File: src/rtl/op_sched_arbiter_pkg.sv
// rtl/op_sched_arbiter_pkg.sv - opcode and FSM encodings for the shared op scheduler
//
// Purpose: opcode constants, FSM state encoding and a small opcode helper shared
// by the scheduler RTL and its bench.
// Ports: none (package).

package op_sched_pkg;

  localparam logic [2:0] OP_MUL = 3'd0;
  localparam logic [2:0] OP_DIV = 3'd1;
  localparam logic [2:0] OP_ADD = 3'd2;
  localparam logic [2:0] OP_SUB = 3'd3;
  localparam logic [2:0] OP_MOD = 3'd4;
  localparam logic [2:0] OP_LT  = 3'd5;
  localparam logic [2:0] OP_GT  = 3'd6;
  localparam logic [2:0] OP_EQ  = 3'd7;

  localparam logic [1:0] ST_IDLE = 2'd0;
  localparam logic [1:0] ST_EXEC = 2'd1;
  localparam logic [1:0] ST_DIV  = 2'd2;
  localparam logic [1:0] ST_RESP = 2'd3;

  // DIV and MOD share the iterative divider; everything else is single-pass.
  function automatic logic is_div_op(input logic [2:0] op);
    return (op == OP_DIV) || (op == OP_MOD);
  endfunction

endpackage

File: src/rtl/op_sched_arbiter_if.sv
// rtl/op_sched_arbiter_if.sv - request/response bundle between requesters and the scheduler
//
// Purpose: groups the per-requester request handshake, the single response
// handshake and the busy flag.
// Ports (signals):
//   req_valid/req_ready  NREQ         per-requester handshake
//   req_op               3*NREQ       opcode, requester i at [3i+:3]
//   req_a/req_b          WIDTH*NREQ   operands, requester i at [WIDTH*i+:WIDTH]
//   rsp_valid/rsp_ready  1            response handshake
//   rsp_id               $clog2(NREQ) requester being answered
//   rsp_data             2*WIDTH      result
//   rsp_dz               1            divide by zero flag
//   busy                 1            scheduler not idle
// Modports: master = requester side, slave = scheduler side.

interface op_sched_arbiter_if #(
  parameter int NREQ  = 4,
  parameter int WIDTH = 8
);
  logic [NREQ-1:0]         req_valid;
  logic [NREQ-1:0]         req_ready;
  logic [3*NREQ-1:0]       req_op;
  logic [WIDTH*NREQ-1:0]   req_a;
  logic [WIDTH*NREQ-1:0]   req_b;
  logic                    rsp_valid;
  logic                    rsp_ready;
  logic [$clog2(NREQ)-1:0] rsp_id;
  logic [2*WIDTH-1:0]      rsp_data;
  logic                    rsp_dz;
  logic                    busy;

  modport master (
    output req_valid, req_op, req_a, req_b, rsp_ready,
    input  req_ready, rsp_valid, rsp_id, rsp_data, rsp_dz, busy
  );

  modport slave (
    input  req_valid, req_op, req_a, req_b, rsp_ready,
    output req_ready, rsp_valid, rsp_id, rsp_data, rsp_dz, busy
  );
endinterface

File: src/rtl/op_sched_arbiter_seq_divider.sv
// rtl/op_sched_arbiter_seq_divider.sv - restoring unsigned divider, one quotient bit per cycle
//
// Purpose: iterative restoring divider used for DIV/MOD.
// Ports:
//   clk, rst_n   clock, asynchronous active-low reset
//   start_i      load pulse; a_i/b_i sampled on this edge
//   a_i, b_i     dividend, divisor
//   quo_o, rem_o quotient, remainder (valid when done_o pulses)
//   done_o       one-cycle pulse WIDTH edges after the start edge
//   dz_o         divisor was zero

module seq_divider #(
  parameter int WIDTH = 8
) (
  input  logic             clk,
  input  logic             rst_n,
  input  logic             start_i,
  input  logic [WIDTH-1:0] a_i,
  input  logic [WIDTH-1:0] b_i,
  output logic [WIDTH-1:0] quo_o,
  output logic [WIDTH-1:0] rem_o,
  output logic             done_o,
  output logic             dz_o
);
  localparam int CNTW = $clog2(WIDTH + 1);

  logic             run_q, run_d;
  logic [CNTW-1:0]  cnt_q, cnt_d;
  logic [WIDTH-1:0] quo_q, quo_d;
  logic [WIDTH-1:0] rem_q, rem_d;
  logic [WIDTH-1:0] div_q, div_d;
  logic             dz_q, dz_d;
  logic             done_q, done_d;

  logic [WIDTH:0]   shifted;
  logic [WIDTH-1:0] diff;
  logic             fits;

  // With a zero divisor every trial subtraction fits, so the quotient comes out
  // all ones and the remainder equals the dividend without any special case.
  always_comb begin
    shifted = {rem_q, quo_q[WIDTH-1]};
    fits    = shifted >= {1'b0, div_q};
    diff    = shifted[WIDTH-1:0] - div_q;

    run_d  = run_q;
    cnt_d  = cnt_q;
    quo_d  = quo_q;
    rem_d  = rem_q;
    div_d  = div_q;
    dz_d   = dz_q;
    done_d = 1'b0;

    if (start_i) begin
      run_d = 1'b1;
      cnt_d = CNTW'(WIDTH);
      quo_d = a_i;
      rem_d = '0;
      div_d = b_i;
      dz_d  = (b_i == '0);
    end else if (run_q) begin
      quo_d = {quo_q[WIDTH-2:0], fits};
      rem_d = fits ? diff : shifted[WIDTH-1:0];
      cnt_d = cnt_q - CNTW'(1);
      if (cnt_q == CNTW'(1)) begin
        run_d  = 1'b0;
        done_d = 1'b1;
      end
    end
  end

  always_ff @(posedge clk or negedge rst_n) begin
    if (!rst_n) begin
      run_q  <= 1'b0;
      cnt_q  <= '0;
      quo_q  <= '0;
      rem_q  <= '0;
      div_q  <= '0;
      dz_q   <= 1'b0;
      done_q <= 1'b0;
    end else begin
      run_q  <= run_d;
      cnt_q  <= cnt_d;
      quo_q  <= quo_d;
      rem_q  <= rem_d;
      div_q  <= div_d;
      dz_q   <= dz_d;
      done_q <= done_d;
    end
  end

  assign quo_o  = quo_q;
  assign rem_o  = rem_q;
  assign done_o = done_q;
  assign dz_o   = dz_q;

endmodule

File: src/rtl/op_sched_arbiter.sv
// rtl/op_sched_arbiter.sv - round-robin scheduler sharing one arithmetic/compare unit
//
// Purpose: grants one of NREQ requesters round-robin, runs its op through a
// registered EXEC stage or the iterative divider, and returns the result on a
// single valid/ready response port.
// Ports:
//   clk    clock, rising edge
//   rst_n  asynchronous active-low reset
//   sif    op_sched_arbiter_if.slave (request/response handshakes, busy)

module op_sched_arbiter
  import op_sched_pkg::*;
#(
  parameter int NREQ  = 4,
  parameter int WIDTH = 8
) (
  input logic              clk,
  input logic              rst_n,
  op_sched_arbiter_if.slave sif
);
  localparam int IDW = $clog2(NREQ);
  localparam int RW  = 2 * WIDTH;

  logic [1:0]       state_q, state_d;
  logic [IDW-1:0]   rr_ptr_q, rr_ptr_d;
  logic [2:0]       op_q, op_d;
  logic [WIDTH-1:0] a_q, a_d, b_q, b_d;
  logic             exec_vld_q, exec_vld_d;
  logic [RW-1:0]    exec_q, exec_d;
  logic [IDW-1:0]   rsp_id_q, rsp_id_d;
  logic [RW-1:0]    rsp_data_q, rsp_data_d;
  logic             rsp_dz_q, rsp_dz_d;

  logic             gnt_any;
  logic [IDW-1:0]   gnt_idx;
  logic [2:0]       sel_op;
  logic [WIDTH-1:0] sel_a, sel_b;
  logic             accept, done;
  logic [NREQ-1:0]  ready;
  logic [RW-1:0]    a_x, b_x, alu_res;
  logic [WIDTH-1:0] sub_lo;

  logic             div_start, div_done, div_dz;
  logic [WIDTH-1:0] div_quo, div_rem;

  function automatic logic [IDW-1:0] wrap_add(input logic [IDW-1:0] p, input int off);
    int s;
    s = int'(p) + off;
    if (s >= NREQ) s = s - NREQ;
    return IDW'(s);
  endfunction

  // Scan from the farthest offset down so the nearest valid index at or after
  // rr_ptr is the one left standing.
  always_comb begin
    gnt_any = 1'b0;
    gnt_idx = '0;
    for (int off = NREQ - 1; off >= 0; off--) begin
      if (sif.req_valid[wrap_add(rr_ptr_q, off)]) begin
        gnt_any = 1'b1;
        gnt_idx = wrap_add(rr_ptr_q, off);
      end
    end
  end

  always_comb begin
    sel_op = '0;
    sel_a  = '0;
    sel_b  = '0;
    for (int i = 0; i < NREQ; i++) begin
      if (gnt_idx == IDW'(i)) begin
        sel_op = sif.req_op[3*i +: 3];
        sel_a  = sif.req_a[WIDTH*i +: WIDTH];
        sel_b  = sif.req_b[WIDTH*i +: WIDTH];
      end
    end
  end

  assign accept    = (state_q == ST_IDLE) && gnt_any;
  assign div_start = accept && is_div_op(sel_op);

  always_comb begin
    ready = '0;
    if (accept) ready[gnt_idx] = 1'b1;
  end

  always_comb begin
    a_x     = {{WIDTH{1'b0}}, a_q};
    b_x     = {{WIDTH{1'b0}}, b_q};
    sub_lo  = a_q - b_q;
    alu_res = '0;
    case (op_q)
      OP_MUL:  alu_res = a_x * b_x;
      OP_ADD:  alu_res = a_x + b_x;
      OP_SUB:  alu_res = {{(WIDTH-1){1'b0}}, (a_q < b_q), sub_lo};
      OP_LT:   alu_res = {{(RW-1){1'b0}}, (a_q < b_q)};
      OP_GT:   alu_res = {{(RW-1){1'b0}}, (a_q > b_q)};
      OP_EQ:   alu_res = {{(RW-1){1'b0}}, (a_q == b_q)};
      default: alu_res = '0;
    endcase
  end

  // Both paths end with the same result-register edge: EXEC spends one edge
  // computing into exec_q, the divider spends WIDTH edges iterating.
  assign done = ((state_q == ST_EXEC) && exec_vld_q) ||
                ((state_q == ST_DIV) && div_done);

  always_comb begin
    state_d    = state_q;
    rr_ptr_d   = rr_ptr_q;
    op_d       = op_q;
    a_d        = a_q;
    b_d        = b_q;
    rsp_id_d   = rsp_id_q;
    rsp_data_d = rsp_data_q;
    rsp_dz_d   = rsp_dz_q;
    exec_vld_d = (state_q == ST_EXEC) && !exec_vld_q;
    exec_d     = (state_q == ST_EXEC) ? alu_res : exec_q;

    case (state_q)
      ST_IDLE: begin
        if (accept) begin
          op_d     = sel_op;
          a_d      = sel_a;
          b_d      = sel_b;
          rsp_id_d = gnt_idx;
          rr_ptr_d = (gnt_idx == IDW'(NREQ - 1)) ? '0 : gnt_idx + IDW'(1);
          state_d  = is_div_op(sel_op) ? ST_DIV : ST_EXEC;
        end
      end
      ST_EXEC, ST_DIV: begin
        if (done) begin
          if (state_q == ST_DIV) begin
            rsp_data_d = {{WIDTH{1'b0}}, (op_q == OP_MOD) ? div_rem : div_quo};
            rsp_dz_d   = div_dz;
          end else begin
            rsp_data_d = exec_q;
            rsp_dz_d   = 1'b0;
          end
          state_d = ST_RESP;
        end
      end
      ST_RESP: begin
        if (sif.rsp_ready) state_d = ST_IDLE;
      end
      default: state_d = ST_IDLE;
    endcase
  end

  always_ff @(posedge clk or negedge rst_n) begin
    if (!rst_n) begin
      state_q    <= ST_IDLE;
      rr_ptr_q   <= '0;
      op_q       <= '0;
      a_q        <= '0;
      b_q        <= '0;
      exec_vld_q <= 1'b0;
      exec_q     <= '0;
      rsp_id_q   <= '0;
      rsp_data_q <= '0;
      rsp_dz_q   <= 1'b0;
    end else begin
      state_q    <= state_d;
      rr_ptr_q   <= rr_ptr_d;
      op_q       <= op_d;
      a_q        <= a_d;
      b_q        <= b_d;
      exec_vld_q <= exec_vld_d;
      exec_q     <= exec_d;
      rsp_id_q   <= rsp_id_d;
      rsp_data_q <= rsp_data_d;
      rsp_dz_q   <= rsp_dz_d;
    end
  end

  seq_divider #(.WIDTH(WIDTH)) u_div (
    .clk     (clk),
    .rst_n   (rst_n),
    .start_i (div_start),
    .a_i     (sel_a),
    .b_i     (sel_b),
    .quo_o   (div_quo),
    .rem_o   (div_rem),
    .done_o  (div_done),
    .dz_o    (div_dz)
  );

  assign sif.req_ready = ready;
  assign sif.rsp_valid = (state_q == ST_RESP);
  assign sif.rsp_id    = rsp_id_q;
  assign sif.rsp_data  = rsp_data_q;
  assign sif.rsp_dz    = rsp_dz_q;
  assign sif.busy      = (state_q != ST_IDLE);

endmodule

File: src/flat_wrapper.sv
// flat-port wrapper written by rule: the top's interface ports become plain ports
module op_sched_arbiter_flat import op_sched_pkg::*;
#(
  parameter int NREQ  = 4,
  parameter int WIDTH = 8
)
  (clk, rst_n, sif_req_valid, sif_req_op, sif_req_a, sif_req_b, sif_rsp_ready, sif_req_ready, sif_rsp_valid, sif_rsp_id, sif_rsp_data, sif_rsp_dz, sif_busy);
  op_sched_arbiter_if #(.NREQ(NREQ), .WIDTH(WIDTH)) sif_i ();
  input logic clk;
  input logic rst_n;
  input wire logic [$bits(sif_i.req_valid)-1:0] sif_req_valid;
  input wire logic [$bits(sif_i.req_op)-1:0] sif_req_op;
  input wire logic [$bits(sif_i.req_a)-1:0] sif_req_a;
  input wire logic [$bits(sif_i.req_b)-1:0] sif_req_b;
  input wire logic [$bits(sif_i.rsp_ready)-1:0] sif_rsp_ready;
  output wire logic [$bits(sif_i.req_ready)-1:0] sif_req_ready;
  output wire logic [$bits(sif_i.rsp_valid)-1:0] sif_rsp_valid;
  output wire logic [$bits(sif_i.rsp_id)-1:0] sif_rsp_id;
  output wire logic [$bits(sif_i.rsp_data)-1:0] sif_rsp_data;
  output wire logic [$bits(sif_i.rsp_dz)-1:0] sif_rsp_dz;
  output wire logic [$bits(sif_i.busy)-1:0] sif_busy;
  assign sif_i.req_valid = sif_req_valid;
  assign sif_i.req_op = sif_req_op;
  assign sif_i.req_a = sif_req_a;
  assign sif_i.req_b = sif_req_b;
  assign sif_i.rsp_ready = sif_rsp_ready;
  assign sif_req_ready = sif_i.req_ready;
  assign sif_rsp_valid = sif_i.rsp_valid;
  assign sif_rsp_id = sif_i.rsp_id;
  assign sif_rsp_data = sif_i.rsp_data;
  assign sif_rsp_dz = sif_i.rsp_dz;
  assign sif_busy = sif_i.busy;
  op_sched_arbiter #(.NREQ(NREQ), .WIDTH(WIDTH)) u_core (.clk(clk), .rst_n(rst_n), .sif(sif_i));
endmodule
File: config.mk
export PLATFORM = sky130hd
export DESIGN_NAME = op_sched_arbiter_flat
export DESIGN_NICKNAME = d
export VERILOG_FILES = /design/src/rtl/op_sched_arbiter_pkg.sv /design/src/rtl/op_sched_arbiter_if.sv /design/src/rtl/op_sched_arbiter_seq_divider.sv /design/src/rtl/op_sched_arbiter.sv /design/src/flat_wrapper.sv
export SDC_FILE = /design/constraint.sdc
export NUM_CORES = 1
export LEC_CHECK = 0
export BUFFER_PORTS_ARGS = -buffer_cell sky130_fd_sc_hd__buf_2
export CAP_MARGIN = 10
export CORE_MARGIN = 2
export CORE_UTILIZATION = 60
export DETAILED_ROUTE_END_ITERATION = 6
export PLACE_DENSITY_LB_ADDON = 0.2
export RECOVER_POWER = 50
export SETUP_SLACK_MARGIN = 0.02
export SLEW_MARGIN = 20
export SYNTH_ARGS = -nofsm -noshare
export SYNTH_HDL_FRONTEND = slang
export SYNTH_SLANG_ARGS = --single-unit
File: constraint.sdc
create_clock -name clk -period 5.9 [get_ports clk]
set_clock_uncertainty 0.15 [all_clocks]
set_input_delay 0.295 -clock clk [delete_from_list [all_inputs] [get_ports clk]]
set_output_delay 0.295 -clock clk [all_outputs]
set_load 0.02 [all_outputs]
Word-level counts from Yosys, hierarchy flattened. Index checks and enable logic that the tools add are counted.

Bits in registers: 90. Bits of input ports: 83. Output and inout bits: 25. Word-level logic and storage cells: 139.

Add/subtract/negate cells: 12. Multiply operators: 1. Order comparisons: 13. Eq/ne operators: 19. Muxes and demuxes: 58. Reductions and logical operators: 19.

Operator list (number): $mux 8 (14); $pmux 16 s6 (1); $mux 2 (13); $mul 8x8->16 (1); $mux 1 (16); $mux 16 (1); $sub 8x8->8 (2); $eq 3x3->1 const B (5); $lt 2x3->1 const B (5); $mux 3 (4); $mux 4 (3); $add 8x8->9 (1); $ge 3x3->1 const B (3); $ge 9x8->1 (1); $bmux 1 s2 (4); $eq 2x2->1 const B (4); $eq 8x8->1 (1); $gt 8x8->1 (1); $logic_not 8->1 (1); $lt 8x8->1 (1); $sub 2x1->2 const B (4); $add 2x2->3 const B (2); $eq 3x2->1 const B (2); $logic_and 1x1->1 (6); other kinds (20) (26).

Longest topological paths before layout. Gate-level depths: netlist (run 1).

Word-level depth: 19. Depth in mapped cells: 17. Gate-level depth less buffers: 17.

By module. From an unflattened synthesis (run 1), not the netlist that was laid out.

Cell total of the unflattened synthesis: 902. Area, all modules: 7926.4 sq um.

By module, submodules not included: op_sched_arbiter (instances 1, cells each 699, area each 6049.6 sq um, seq. area each 1476.4 sq um); seq_divider (instances 1, cells each 203, area each 1876.8 sq um, seq. area each 775.7 sq um).

Worst setup path after synthesis (run 1). No wires, ideal clock.

Path kind: reg2reg. From: reg u_core.a_q[1]. To: reg u_core.exec_q[13]. Setup time: 0.125 ns. Arrival time: 4.130 ns. Setup slack: 1.495 ns. Cell stages (with the launch flop): 16. Buffers on the path: 0. Cell sequence: dfrtp_1 -> inv_1 -> nor2_1 -> fa_1 -> fa_1 -> inv_1 -> fa_1 -> fa_1 -> inv_1 -> ha_1 -> o21ai_0 -> o21bai_1 -> a2111oi_0 -> o31ai_1 -> xnor2_1 -> o2bb2ai_1.

Word-level cells in the longest chain between the ends: 2.

Ends and longest elaborated chain: start: declaration (RTL line op_sched_arbiter.sv:27) `logic [WIDTH-1:0] a_q, a_d, b_q, b_d;`; start signal: assignment (RTL line op_sched_arbiter.sv:155) `a_q <= '0;`; start signal: assignment (RTL line op_sched_arbiter.sv:166) `a_q <= a_d;`; $mul 8x8->16 (RTL line op_sched_arbiter.sv:93) `OP_MUL: alu_res = a_x * b_x;`; $pmux 16 s6 (RTL line op_sched_arbiter.sv:92) `case (op_q)`; end signal: assignment (RTL line op_sched_arbiter.sv:158) `exec_q <= '0;`; end signal: assignment (RTL line op_sched_arbiter.sv:169) `exec_q <= exec_d;`; end: declaration (RTL line op_sched_arbiter.sv:29) `logic [RW-1:0] exec_q, exec_d;`.

Every way passes these cells. A chain may end at the register's enable or synchronous reset.

Final worst setup path (run 1). Same ends and word-level chain as after synthesis.

==> summary.md, run 1 <==
| Metric | Value |
|---|---|
| Status | finished with violations |
| Failing checks | max-capacitance violations, max-slew violations |
| Count of different cell masters after synthesis | 76 |
| Top Family by Delay on Critical Path | adder cells |
| Worst hold start | sif_req_a[24] |
| I/O Buffers | approximately 110 |
| CTS resizes | 0 |
| Fin nets | 1204 |
| GRT overflow | 0 |
| Power Density | about 640 mW/mm^2 |
| Synth top area cells | dfrtp_1 (28%), ha_1 (11%), fa_1 (9.6%) |
| Leakage | approximately 4.3 nW |
| Clock Root Buffer | clkbuf_16 |
| N_diodes | 0 |
| Ys async rst share | 1.000 |
| Hold Crit Class | in -> reg |
| Post-Synthesis Cells | 930 |
| Die height | about 120 um |
| First-pass GRT wire length | between 30 and 40 mm |
| Fillcell total | between 1000 and 1500 |
| Setup crit end | u_core.exec_q[13] |
| Most frequent CP cell | fa_1 |
| DRC viols | 0 |
| Final Setup Violations | 0 |
| Via count | 6908 |
| Worst r2r path cells | 15 |
| Vias in the first global route | between 6000 and 7000 |
| DRT iter0 DRCs | around 510 |
| Final Wtd Congestion | around 0.96 |
| Critical path cell sequence | inv_1, nor2_1, fa_1, fa_1, inv_1, fa_1, fa_1, inv_1, ha_1, o21ai_0, o21bai_1, a2111oi_0, o31ai_1, xnor2_1, o2bb2ai_1 |
| Required time of the critical path | about 6 ns |
| Critical path class | reg -> reg |
| Non-Filler Instances | 1192 |
| Site Rows | between 40 and 50 |
| Final WL | around 21 mm |
| Slew @ Worst Pin | between 2 and 2.5 ns |
| Vias/cell | 5.795 |
| Startpoint types | flip-flop |
| Crit end category | flip-flop |
| Syn Area/Cell | between 8 and 9 sq um |
| ANT nets after route | 0 |
| Ys Warns | 0 |
| Max-Cap Viols | 1 |
| Sequential share of the synthesized area | 0.2777 |
| CTS tree | yes |
| Final Instance Area | around 0.0090 sq mm |
| Max Clk Rate | 210.3 MHz |
| Syn-to-layout area delta | 10.99% |
| Post-route clock period utilization | 0.8061 |
| Post-CTS Setup Bufs | 0 |
| Crit-path max cell delay | 0.57 ns |
| Cts hold-fix bufs | 1 |
| CP arrival | 4.84 ns |
| Routed length per instance | between 15 and 20 um |
| Reg-to-Reg Start | u_core.a_q[1] |
| Unrepaired setup endpoints after global routing | no |
| H-tree levels | 3 |
| R2R setup slack | between 1 and 1.5 ns |
| EDFF count, synth | 0 |
| Top FF cell, synth | dfrtp_1 |
| Core area | around 0.013 sq mm |
| Gr usage total | 0.3077 |
| Largest net degree at the start of global routing | 48 |
| Syn nets | between 1000 and 1500 |
| I/O pin cnt | about 110 |
| Placement Setup Slack | between 1 and 1.5 ns |
| Clock latency at the later pin of the worst-skew pair | roughly 0.35 ns |
| Worst path bufs/invs | 3 |
| Yosys top cell by area | dfrtp_1 |
| Final max-slew violation count | 45 |
| Antenna violations before repair | 1 |
| Critical path depth | 15 |
| Worst reg2reg endpoint | u_core.exec_q[13] |
| Clk slew on worst S/H paths | about 0.070 ns |
| Crit. Startpoint | u_core.a_q[1] |
| Placed Area | a little under 0.009 sq mm |
| Slowest CP cell | a2111oi_0 |
| Mapped Area | between 0.008 and 0.009 sq mm |
| Yosys top cell area share | 0.2777 |
| Initial core utilization | 0.6123 |
| Chip width | approximately 120 um |
| CTS Buffer Depth | 2 |
| TritonRoute pass-1 iters | 5 |
| Max IR drop VDD | slightly below 0.0003 V |
| Total CTS buffers | 9 |
| Die area | ~0.014 sq mm |
| DP HPWL | ~17 mm |
| Layout cells sized above 1 | 0.1309 |
| Flops & latches, synth | 90 |
| Inst Count DP | approximately 1200 |
| Final Hold Vio Count | 0 |
| Tmin final | between 4 and 5 ns |
| TNS Setup | 0 ns |
| CTS Sinks | 90 |
| Setup WS post-layout | between 1 and 1.5 ns |
| Crit path max fanout | 7 |
| Slew HR | -0.5646 |
[through the flow]
step                      total power (W)  hold slack [ns]    util
after floorplan                  0.004139          -0.1506       -
after global placement           0.005032           0.1683  0.6563
after detailed placement         0.005103           0.1721  0.6563
after CTS                        0.005762           0.1323  0.6817
after global routing             0.006310           0.1818  0.6796
final                            0.005766           0.1429  0.6796
[power by group]
group / switching [W] / internal [W]
Combinational: 0.00235 / 0.00153
Sequential: 0.000349 / 0.000898
Clock: 0.000248 / 0.000384
Total: 0.00295 / 0.00282
[synth_stat cells (9+ instances only)]
cell type  instances
a21o_1             9
a21oi_1           63
and2_1            36
buf_2             12
clkbuf_1          23
dfrtp_1           90
fa_1              39
ha_1              70
inv_1             91
mux2i_1           34
nand2_1          108
nand2b_1          17
nand3b_1           9
nor2_1            57
nor2b_1           12
nor3_1            12
o21a_1            12
o21ai_0           67
o22ai_1           10
xnor2_1           11
xor2_1             9
[layer usage]
| metal | global-route usage | wire length [um] | vias to the layer above | part of all wire |
|---|---|---|---|---|
| met3 | 0.05047 | 1050 | 49 | 0.049 |
| met5 | 0 | 0 | - | 0 |
| li1 | - | - | 3370 | - |
| met2 | 0.5249 | 10390 | 218 | 0.49 |
| met4 | 0.1119 | 721 | 0 | 0.034 |
| met1 | 0.3964 | 9135 | 3271 | 0.43 |
[cell families (layout without fill, tap and decap cells)]
logic type	Yosys count	after routing	share of synthesized area
mux	40	40	0.05030
flops	90	90	0.2777
simple gates	288	288	0.1751
fa+ha+maj	109	109	0.2043
buf+inv	135	221	0.06943
xor+xnor	21	21	0.02361
compound gates	247	247	0.1995
[cell usage in the layout (no fill, tap or decap), types with 4 or more instances in the layout]
master and instances:
o31ai_1 8, a21o_1 9, o21ai_1 4, nor4_1 4, clkbuf_1 21, mux2_2 6
nand3_1 8, inv_1 91, xor2_1 9, a211o_1 4, nor2b_1 12, clkbuf_16 9
buf_2 86, nand4_1 4, nor3_1 12, a22oi_1 8, a21oi_1 63, fa_1 39
nand2b_1 17, a31oi_1 5, o21ai_0 67, o21a_1 12, nor2_1 57, o2bb2ai_1 8
and2_1 36, nand2_1 108, xnor2_1 11, and3_1 4, o221ai_1 6, ha_1 69
buf_4 4, dfrtp_1 89, nand3b_1 9, o22ai_1 10, o211ai_1 6, mux2i_1 34
[cell type report]
cell class                      count  area [sq um]  share of cell area
Sequential cell                    90          2253              0.2504
Timing Repair Buffer              113         554.3             0.06159
Multi-Input combinational cell    705          5296              0.5885
Clock buffer                       10         239.0             0.02655
Tap cell                          176         220.2             0.02447
Inverter                           93         349.1             0.03879
Clock inverter                      5         87.58            0.009732
[worst min-delay path, delay by kind of cell]
family | cells | cell delay [ns]
buf+inv | 1 | 0.08
compound gates | 2 | 0.23
[state kept, by name, summed over array words and instances (netlist names)]
register	flops
u_core.sif.rsp_dz	1
u_core.exec_vld_q	1
u_core.a_q	8
u_core.u_div.quo_o	8
u_core.state_q	2
u_core.b_q	8
u_core.u_div.dz_o	1
u_core.op_q	3
u_core.u_div.div_q	8
u_core.u_div.done_o	1
u_core.sif.rsp_data	16
u_core.exec_q	16
u_core.u_div.rem_o	8
u_core.u_div.cnt_q	4
u_core.sif.rsp_id	2
u_core.u_div.run_q	1
u_core.rr_ptr_q	2
[worst min path at each step]
stage	end	slack (ns)	cells past startpoint
floorplan	u_core.a_q[0]	-0.15	0
global placement	u_core.sif.rsp_id[1]	0.17	1
detailed placement	u_core.sif.rsp_id[1]	0.17	1
CTS	u_core.u_div.quo_o[0]	0.13	3
global route	u_core.u_div.quo_o[5]	0.18	3
finish	u_core.a_q[0]	0.14	3
Power figures use the tool's default switching activity.
==> run 2, diff against run 1 <==
--- a/config.mk
+++ b/config.mk
@@ -5,10 +5,11 @@
 export SDC_FILE = /design/constraint.sdc
 export NUM_CORES = 1
 export LEC_CHECK = 0
+export ABC_AREA = 1
 export BUFFER_PORTS_ARGS = -buffer_cell sky130_fd_sc_hd__buf_2
 export CAP_MARGIN = 10
 export CORE_MARGIN = 2
-export CORE_UTILIZATION = 60
+export CORE_UTILIZATION = 54
 export DETAILED_ROUTE_END_ITERATION = 6
 export PLACE_DENSITY_LB_ADDON = 0.2
 export RECOVER_POWER = 50
==> constraint.sdc (replaced) <==
create_clock -name clk -period 4.3 [get_ports clk]
set_clock_uncertainty 0.15 [all_clocks]
set_input_delay 0.215 -clock clk [delete_from_list [all_inputs] [get_ports clk]]
set_output_delay 0.215 -clock clk [all_outputs]
set_load 0.02 [all_outputs]
==> run 2 against run 1 <==
Against the previous run:
- the flow still finishes with violations (max-capacitance violations, max-slew violations)
- count of clock-buffer cells in the layout is the same
- area after synthesis grew 2.8%
- first-iteration DRC count shrank 21%
- sequential share of layout area shrank 1.3 points
- wire length grew 6.1%
- setup slack lost 0.94 ns
- global-route usage shrank 2.1 points
- synthesized cell count grew 30%
- utilization shrank 5.1 points
- die area grew 14%
- design area grew 5.7%
- non-clock buffer count grew 32
==> summary.md, run 2 <==
| Metric | Value |
|---|---|
| Status | finished with violations |
| Failing checks | max-capacitance violations, max-slew violations |
| Worst r2r path cells | 16 |
| Critical path class | reg -> reg |
| Ys Warns | 0 |
| Final WL | between 20 and 25 mm |
| Vias in the first global route | around 7900 |
| Top FF cell, synth | dfrtp_1 |
| Layout cells sized above 1 | 0.1371 |
| Final Setup Violations | 0 |
| Final max-slew violation count | 35 |
| Reg-to-Reg Start | u_core.a_q[2] |
| Placed Area | about 0.0091 sq mm |
| Core area | 0.01515 sq mm |
| Hold Path Depth | 3 |
| R2R setup slack | between 0.2 and 0.25 ns |
| Main combinational cell family by area after synthesis | simple AND/OR/NAND/NOR gates |
| Gr usage total | 0.2870 |
| Required time of the critical path | 4.39 ns |
| I/O pin cnt | approximately 110 |
| Unrepaired setup endpoints after global routing | yes |
| Commonest cells in the synthesized netlist | nand2_1 (386), inv_1 (186), nand3_1 (94) |
| ANT nets after route | 0 |
| Largest net degree at the start of global routing | between 50 and 60 |
| Ys async rst share | 1.000 |
| Count of different cell masters after synthesis | 43 |
| Most frequent cell after synthesis | nand2_1 |
| Tmin final | around 4 ns |
| Non-Filler Instances | 1508 |
| Fin nets | 1507 |
| Initial core utilization | 0.5502 |
| Yosys top cell by area | dfrtp_1 |
| DP HPWL | approximately 18 mm |
| Final Wtd Congestion | 0.8930 |
| Synth Area in Simple Gates | 0.2923 |
| Final Util | 0.6283 |
| Inst Count DP | between 1000 and 1500 |
| Max Clk Rate | around 240 MHz |
| Sequential share of the synthesized area | 0.2703 |
| Multiplexer share of the synthesized area | 0 |
| Worst reg2reg endpoint | u_core.exec_q[14] |
| Chip width | 128.2 um |
| Crit path max fanout | 8 |
| Slew @ Worst Pin | roughly 1.8 ns |
| Synth Area in XOR/XNOR | 0.009459 |
| First-pass GRT wire length | around 37 mm |
| N_diodes | 0 |
| I/O Buffers | 107 |
| Adder-Cell Fraction of Synth Area | 0.1988 |
| Area of the multi-input gates | roughly 0.0052 sq mm |
| GRT overflow | 0 |
| CP arrival | roughly 4.2 ns |
| Met3 usage | 0.04841 |
| Fillcell total | ~1400 |
| Clk slew on worst S/H paths | 0.07 ns |
| Commonest non-fill, non-tap cell in the layout | nand2_1 |
| DRC viols | 0 |
| Most frequent cells in the layout | nand2_1 (384), inv_1 (186), nand3_1 (91) |
| EDFF count, synth | 0 |
| Slew HR | -0.2142 |
| H-tree levels | 3 |
| CTS Buffer Depth | 2 |
| Post-route clock period utilization | 0.9530 |
| M1 GR Usage | 0.3604 |
| TritonRoute pass-1 iters | 5 |
| Yosys top cell area share | 0.2703 |
| CTS tree | yes |
| Vias/cell | 5.353 |
| DRT iter0 DRCs | about 400 |
| Post-Synthesis Cells | roughly 1200 |
| Clock latency at the later pin of the worst-skew pair | 0.36 ns |
| Final Hold Vio Count | 0 |
| Via count | 8073 |
| Met2 Usage GRT | 0.4815 |
| GR peak layer | met2 |
| Syn Area/Cell | 6.887 sq um |
| Final Instance Area | between 0.009 and 0.01 sq mm |
| Worst hold start | sif_req_a[29] |
| Syn nets | approximately 1400 |
| Syn-to-layout area delta | 14.20% |
| Synth top area cells | dfrtp_1 (27%), nand2_1 (17%), ha_1 (11%) |
| Synth Area in Compound Gates | 0.1122 |
| Hold Crit Class | in -> reg |
| Flops & latches, synth | 90 |
| Routed length per instance | around 15 um |
| Die area | approximately 0.016 sq mm |
| Max-Cap Viols | 1 |
| Mapped Area | roughly 0.0083 sq mm |
| Site Rows | 45 |
| Crit end category | flip-flop |
| WHS Endpoint | u_core.a_q[5] |
| CTS Sinks | 90 |
| Sequential Area | roughly 0.0023 sq mm |
| Antenna violations before repair | 0 |
| Total CTS buffers | 9 |
| Clock Root Buffer | clkbuf_16 |
| Die height | 128.2 um |
| Startpoint types | flip-flop |
## run 2: changes by cell type in the layout (fill, tap and decap cells not counted), sizes merged, moves of 9 or more
cell,before,now
a22oi,9,0
and2,36,1
buf,90,122
inv,94,190
mux2i,34,0
nand2,109,389
nand2b,18,0
nand3,8,94
nand4,4,16
nor2,58,74
nor2b,12,0
nor3,15,3
o21a,12,1
o22ai,11,2
## run 2: worst max-delay path, cell delays in order, from the launching register on
cell and delay, ns:
dfrtp_2 0.46, buf_4 0.17, nand2_1 0.06, inv_1 0.04, fa_1 0.46, fa_1 0.51, fa_1 0.49, inv_1 0.05
fa_1 0.53, inv_1 0.06, ha_4 0.26, a21oi_1 0.22, nand3_2 0.17, nand2_1 0.11, nand3_1 0.07, nand3_1 0.10
nand2_1 0.06
## run 2: routing by layer
metal / vias to the layer above / wire [um]
met5: - / 0
met4: 0 / 1005
met3: 67 / 1220
met2: 279 / 10600
met1: 3707 / 9776
li1: 4020 / -
## run 2: logic make-up (layout without fill, tap and decap cells)
logic type,Yosys count,in the layout
xor gates and xnor gates,9,9
adders and majority gates,109,109
buffers and inverters,243,353
DFF,90,90
AOI/OAI and AO/OA,170,170
and+or+nand+nor,589,589
## run 2: layout make-up
class / instances / area share
Inverter: 192 / 0.07573
Multi-Input combinational cell: 877 / 0.5480
Tap cell: 188 / 0.02472
Clock buffer: 10 / 0.02511
Clock inverter: 6 / 0.004207
Timing Repair Buffer: 145 / 0.08441
Sequential cell: 90 / 0.2378
## run 2: worst max path at each step
stage | from | slack [ns] | endpoint | depth (start not counted)
floorplan | u_core.a_q[1] | 0.15 | u_core.exec_q[13] | 18
global placement | u_core.b_q[4] | 0.1 | u_core.exec_q[13] | 16
detailed placement | u_core.a_q[2] | -0.01 | u_core.exec_q[13] | 17
CTS | u_core.b_q[4] | 0.02 | u_core.exec_q[13] | 16
global route | u_core.b_q[2] | -0.03 | u_core.exec_q[15] | 18
finish | u_core.a_q[2] | 0.20 | u_core.exec_q[14] | 16
## run 2: metrics by stage
| stage | hold WS (ns) | setup TNS [ns] | setup slack [ns] |
|---|---|---|---|
| 6_report | 0.01047 | 0 | 0.2023 |
| 2_1_floorplan | -0.2306 | 0 | 0.1462 |
| 4_1_cts | 0.002315 | 0 | 0.02231 |
| 3_3_place_gp | 0.1862 | 0 | 0.09891 |
| 5_1_grt | 0.02563 | -0.02812 | -0.02812 |
| 3_5_place_dp | 0.1837 | -0.01061 | -0.01061 |
## run 2: timing repair
action                     CTS  global route
setup endpoints to repair    1            10
hold endpoints to repair    57             0
gates resized for setup      2            28
pin swaps                    0            13
buffers inserted             0             7
hold buffers                 2             0
Power of run 2 is not shown: default switching activity piles up to over one toggle a cycle in this logic, so the estimate is an artifact.
